===== config.mk =====
export PLATFORM = sky130hd
export DESIGN_NAME = shift_add_mult
export DESIGN_NICKNAME = d
export VERILOG_FILES = /design/src/rtl/shift_add_mult.sv
export SDC_FILE = /design/constraint.sdc
export NUM_CORES = 1
export LEC_CHECK = 0
export BUFFER_PORTS_ARGS = -buffer_cell sky130_fd_sc_hd__buf_2
export CORE_MARGIN = 4
export CORE_UTILIZATION = 55
export CTS_CLUSTER_SIZE = 14
export DETAILED_ROUTE_END_ITERATION = 12
export PLACE_DENSITY = 0.87
export REMOVE_ABC_BUFFERS = 1
export SLEW_MARGIN = 30
export SYNTH_ARGS = -nofsm -noshare
export SYNTH_HDL_FRONTEND = slang
export SYNTH_SLANG_ARGS = --single-unit

===== constraint.sdc =====
create_clock -name clk -period 3.25 [get_ports clk]
set_clock_uncertainty 0.15 [all_clocks]
set_input_delay 0 -clock clk [delete_from_list [all_inputs] [get_ports clk]]
set_output_delay 0 -clock clk [all_outputs]
set_load 0.01 [all_outputs]

===== src/rtl/shift_add_mult.sv =====
`default_nettype none
// ============================================================================
//  Module   : shift_add_mult
//  Purpose  : Sequential shift-and-add unsigned multiplier, FSM controller
//             plus accumulator/shift-register datapath. Optional macro
//             SHIFT_ADD_EARLY_TERM_EN ends CALC once the multiplier empties.
//  Revision : 1.0  initial release
// ============================================================================
module shift_add_mult #(
    parameter int WIDTH = 4
) (
    input  logic               clk,
    input  logic               rst_n,
    input  logic               start,
    input  logic [WIDTH-1:0]   A_in,
    input  logic [WIDTH-1:0]   B_in,
    output logic               busy,
    output logic               done,
    output logic [2*WIDTH-1:0] product
);

    localparam int               CNT_W    = (WIDTH > 1) ? $clog2(WIDTH) : 1;
    localparam logic [CNT_W-1:0] LAST_CNT = CNT_W'(WIDTH - 1);

    typedef enum logic [1:0] {
        S_IDLE = 2'd0,
        S_CALC = 2'd1,
        S_DONE = 2'd2
    } state_t;

    state_t               state_q,   state_d;
    logic [2*WIDTH-1:0]   acc_q,     acc_d;
    logic [2*WIDTH-1:0]   mcand_q,   mcand_d;
    logic [WIDTH-1:0]     mplier_q,  mplier_d;
    logic [CNT_W-1:0]     count_q,   count_d;
    logic [2*WIDTH-1:0]   product_q, product_d;

    logic [2*WIDTH-1:0]   addend;
    logic [2*WIDTH-1:0]   acc_sum;
    logic                 calc_last;

    // Sum is 2W wide; (2^W-1)^2 always fits, so no carry-out is needed.
    assign addend  = mplier_q[0] ? mcand_q : '0;
    assign acc_sum = acc_q + addend;

`ifdef SHIFT_ADD_EARLY_TERM_EN
    assign calc_last = (count_q == LAST_CNT) || ((mplier_q >> 1) == '0);
`else
    assign calc_last = (count_q == LAST_CNT);
`endif

    always_ff @(posedge clk or negedge rst_n) begin
        if (!rst_n) begin
            state_q   <= S_IDLE;
            acc_q     <= '0;
            mcand_q   <= '0;
            mplier_q  <= '0;
            count_q   <= '0;
            product_q <= '0;
        end else begin
            state_q   <= state_d;
            acc_q     <= acc_d;
            mcand_q   <= mcand_d;
            mplier_q  <= mplier_d;
            count_q   <= count_d;
            product_q <= product_d;
        end
    end

    always_comb begin
        state_d   = state_q;
        acc_d     = acc_q;
        mcand_d   = mcand_q;
        mplier_d  = mplier_q;
        count_d   = count_q;
        product_d = product_q;

        case (state_q)
            S_IDLE: begin
                if (start) begin
                    mcand_d  = {{WIDTH{1'b0}}, A_in};
                    mplier_d = B_in;
                    acc_d    = '0;
                    count_d  = '0;
                    state_d  = S_CALC;
                end
            end
            S_CALC: begin
                acc_d    = acc_sum;
                mcand_d  = mcand_q << 1;
                mplier_d = mplier_q >> 1;
                count_d  = count_q + 1'b1;
                if (calc_last) begin
                    product_d = acc_sum;
                    state_d   = S_DONE;
                end
            end
            S_DONE: begin
                state_d = S_IDLE;
            end
            default: begin
                state_d = S_IDLE;
            end
        endcase
    end

    // Status outputs decode registered state only, so they cannot glitch.
    assign busy    = (state_q == S_CALC);
    assign done    = (state_q == S_DONE);
    assign product = product_q;

endmodule
`default_nettype wire


# After elaboration in Yosys (flattened, before gate mapping)
# Cells that the tools add are included.
dict set report classes {
  add_sub_neg 2
  eq_ne 5
  muxes 12
  n_reduce_logical 5
}
# cell count
set op_table {}
lappend op_table {{$pmux 8 s2} 2}
lappend op_table {{$mux 8} 3}
lappend op_table {{$add 8x8->8} 1}
lappend op_table {{$pmux 2 s2} 2}
lappend op_table {{$pmux 4 s2} 1}
lappend op_table {{$mux 2} 3}
lappend op_table {{$reduce_and 2->1} 3}
lappend op_table {{$eq 2x2->1 const B} 2}
lappend op_table {{$mux 4} 1}
lappend op_table {{$add 2x1->2 const B} 1}
lappend op_table {{$eq 2x1->1 const B} 1}
lappend op_table {{$logic_not 2->1} 1}
lappend op_table {{$ne 2x1->1 const B} 1}
lappend op_table {{$ne 2x2->1 const B} 1}
lappend op_table {{$reduce_bool 2->1} 1}
dict set report word_totals {
  ff_bits 32
  out_inout_bits 10
}

# Logic depth before layout (Yosys ltp)
dict set report depth {
  word_depth 3
  ltp_mapped 9
}

# Least setup slack after synthesis
# OpenSTA, ideal clock, no wires.
dict set report synth_timing {
  path_type {register to register}
  from {register mplier_q[0]}
  to {register acc_q[6]}
  setup_ns 0.131
  arrival_time_ns 1.771
  required_time_ns 2.969
  slack_ns 1.198
  stages_incl_launch_ff 10
  path_buffers 0
  synth_period_minus_slack_ns 2.052
  path_cell_list {dfrtp_1 > and2_1 > ha_1 > inv_1 > fa_1 > nor2b_1 > o21ai_2 > a21oi_1 > or4_1 > nand3_1}
}
dict set report synth_between {
  elab_chain_len 3
}
# item line
set synth_lines {}
lappend synth_lines {{from (decl)} 34} ;# logic [WIDTH-1:0] mplier_q, mplier_d;
lappend synth_lines {{from (signal assigned)} 64} ;# mplier_q <= mplier_d;
lappend synth_lines {{$mux 8} 43} ;# assign addend = mplier_q[0] ? mcand_q : '0;
lappend synth_lines {{$add 8x8->8} 44} ;# assign acc_sum = acc_q + addend;
lappend synth_lines {{$pmux 8 s2} 78} ;# case (state_q)
lappend synth_lines {{to (signal assigned)} 55} ;# acc_q <= '0;
lappend synth_lines {{to (signal assigned)} 62} ;# acc_q <= acc_d;
lappend synth_lines {{to (decl)} 32} ;# logic [2*WIDTH-1:0] acc_q, acc_d;
# Every way passes these cells.
# A chain may end at the register's enable or synchronous reset.

# Final worst setup path
dict set report layout_timing {
  from {register mplier_q[0]}
  to {register product_q[4], in the netlist product[4]}
}
dict set report layout_between {
  elab_chain_len 2
}
# item line
set layout_lines {}
lappend layout_lines {{$mux 8} 43}
lappend layout_lines {{$add 8x8->8} 44}
lappend layout_lines {{to (signal assigned)} 66} ;# product_q <= product_d;
lappend layout_lines {{to (decl)} 36} ;# logic [2*WIDTH-1:0] product_q, product_d;
# Every way passes these cells.

==> out/qor.csv <==
stage,metric,value,unit
placed_design,port_buffers,20,
sta,fin_tns_setup,0,ps
floorplan,coreArea,3030,um2
power_and_ir_drop,powerDensity,858,nW/um2
grt,antenna_found_initial,0,
clock_network,htree_levels,2,
sta,tightestPinTransition,678,ps
critical_path,startpoint,mplier_q[0]$_DFFE_PN0P_,
logic_synthesis,synth_ff_type,dfrtp_1,
logic_synthesis,synth_edf_count,0,
routing,ant_nets,0,
final_layout,synthToLayoutAreaGrowth,19.1,%
floorplan,rows,20,
final_layout,drive_gt1_share,17.8,%
critical_path,crit_chain,and2_1 > ha_1 > inv_1 > fa_1 > nor2b_1 > o21ai_2 > a21oi_1 > nand2b_1 > o21ai_0,
routing,postRouteWirelength,3370,um
routing,vias,1335,
clock_network,cts_tree,yes,
sta,slew_headroom,54.8,%
clock_network,clockRootBuffer,clkbuf_4,
floorplan,dieArea,4080,um2
sta,clock.fmax,0.434,GHz
critical_path,cp-start-kind,flip-flop,
power_and_ir_drop,ir_drop,0.559,mV
routing,vias_per_cell,5.30,
clock_network,clk_latency,310,ps
final_layout,instances_no_fill,252,
placed_design,place_inst,232,
sta,period_needed,2300,ps
critical_path,cp.required,3300,ps
clock_network,hold_buffers,12,
sta,hold_viol,0,
clock_network,clk_pin_slew,100,ps
final_layout,antenna_cells,0,
floorplan,die_w,63.9,um
routing,wl_per_cell,13.4,um
final_layout,num-nets-final,227,
clock_network,clock-sinks,32,
logic_synthesis,postSynth.asyncResetShare,100,%
clock_network,post_cts_buffers,0,
logic_synthesis,yosysTopAreaCellShare,46.6,%
critical_path,crit_fanout,9,
min_path,hold_class,in2async,
logic_synthesis,synth-seq-cells,32,
logic_synthesis,yosys.area.top_type,dfrtp_1,
sta,slew_viol_final,0,
critical_path,crit_path_end_kind,flip-flop,
critical_path,r2r-start,mplier_q[0]$_DFFE_PN0P_,
status,status,finished clean,
logic_synthesis,syn-mean-instance-area,9.94,um2
logic_synthesis,synth_cells,173,
routing,firstDrtPassIters,4,
logic_synthesis,synthesis.area,1720,um2
clock_network,cts_resized,0,
critical_path,arrival,2350,ps
grt,grt_pass1_wl,6290,um
sta,period_share,70.9,%
flow_run,maxCapViolations,0,
placed_design,place.gp.congestion,0.814,
clock_network,cts_made_buffers,5,
logic_synthesis,synthDistinctLibCells,36,
placed_design,dp_hpwl,2380,um
logic_synthesis,synth-seq-area-share,46.6,%
routing,drc_errors,0,
floorplan,die_h,63.9,um
critical_path,slowest_stage,dfrtp_1,
grt,grt-ovfl-total,0,
sta,rsz0062_at_grt,false,
logic_synthesis,ys_top_cells_by_area,"dfrtp_1, o21ai_0, ha_1",
floorplan,io_pins,21,
routing,drtIter0Drc,72,
grt,grt_max_degree,33,
clock_network,clk_path_buf_depth,2,
sta,setup_viol,0,
logic_synthesis,ys_warn_count,0,
grt,grt_usage,19.5,%
critical_path,crit_type,reg2reg,
floorplan,start_util,56.8,%
critical_path,cpPeakStageDelay,460,ps
power_and_ir_drop,total_leakage_power,1.01,nW
grt,grt_pass1_vias,1394,
[critical path: cells and delay by family, from the launching register on]
kind                       cells  cell delay (ps)
DFF                            1              460
adders and majority gates      2              600
AOI/OAI and AO/OA              3              400
and+or+nand+nor                3              480
buffers and inverters          1               70
[cell usage after synthesis (3+ instances only)]
cell,number
and2_1,6
mux2i_1,7
nand3_1,4
nand2b_1,3
a21oi_1,7
xor2_1,3
buf_2,3
a22o_1,6
ha_1,8
dfrtp_1,32
nor2_1,5
nand2_1,25
inv_1,8
o21ai_0,24
nor2b_1,6
[report_power, final]
group          total [mW]  internal [mW]  switching (mW)  leakage [nW]
sequential          0.679          0.557           0.122         0.413
combinational       0.788          0.348           0.439         0.556
clock               0.291          0.161           0.130        0.0422
total                1.76           1.07           0.691          1.01
[cell usage in the layout, fill, tap and decap left out, types with 6 or more instances in the layout]
cell            n
ha_1            8
nor2b_1         6
o21ai_0        24
and2_1          6
a22o_1          6
dfrtp_1        32
dlygate4sd3_1  12
buf_2          20
mux2i_1         7
inv_1           8
nand2_1        25
a21oi_1         7
[per-layer routing]
layer / up-vias / global-route usage, % / wire, um / part of all wire (%)
met3: 2 / 6.33 / 171 / 5.1
met1: 635 / 24.7 / 1540 / 46
met5: - / 0 / 0 / 0
met2: 33 / 32.5 / 1640 / 49
met4: 0 / 3.77 / 12 / 0.36
li1: 665 / - / - / -
[state kept, by name, indices dropped and copies added, names as in the netlist]
signal,flops
mcand_q,8
mplier_q,4
product,8
state_q,2
count_q,2
acc_q,8
[cells by family after synthesis]
logic type	after synthesis	synth area share (%)
buf+inv	15	4.00
flops	32	46.6
fa+ha+maj	9	6.99
xor+xnor	5	3.35
compound gates	45	16.4
mux	9	5.39
simple gates	58	17.3
[path summary, 6_finish.rpt]
kind	end	slack [ps]	cells after the start
max	product[4]$_DFFE_PN0P_	950	9
min	product[6]$_DFFE_PN0P_	90	2
max reg2reg	product[4]$_DFFE_PN0P_	950	9
min reg2reg	product[2]$_DFFE_PN0P_	330	2
max in group asynchronous	mcand_q[4]$_DFFE_PN0P_	2420	2
min in group clk	product[2]$_DFFE_PN0P_	330	2
[metrics by stage]
step	power (mW)	setup WS [ps]	hold slack, ps	util (%)	area [um2]
2_1_floorplan	1.23	1200	-446	-	1690
3_3_place_gp	1.43	1050	-66.9	61.2	1850
3_5_place_dp	1.46	978	-68.7	61.2	1850
4_1_cts	1.77	947	108	67.6	2050
5_1_grt	1.93	735	140	67.6	2050
6_report	1.76	945	90.4	67.6	2050
[layout make-up]
cell class | count | area (um2)
clock buffers | 6 | 41.3
flip-flops and latches | 32 | 801
clock inverters | 2 | 35.0
inverters | 9 | 38.8
multi-input cells | 126 | 850
repair buffers | 33 | 228
fillers | 231 | 980
well taps | 44 | 55.1
(Power assumes the default switching activity.)
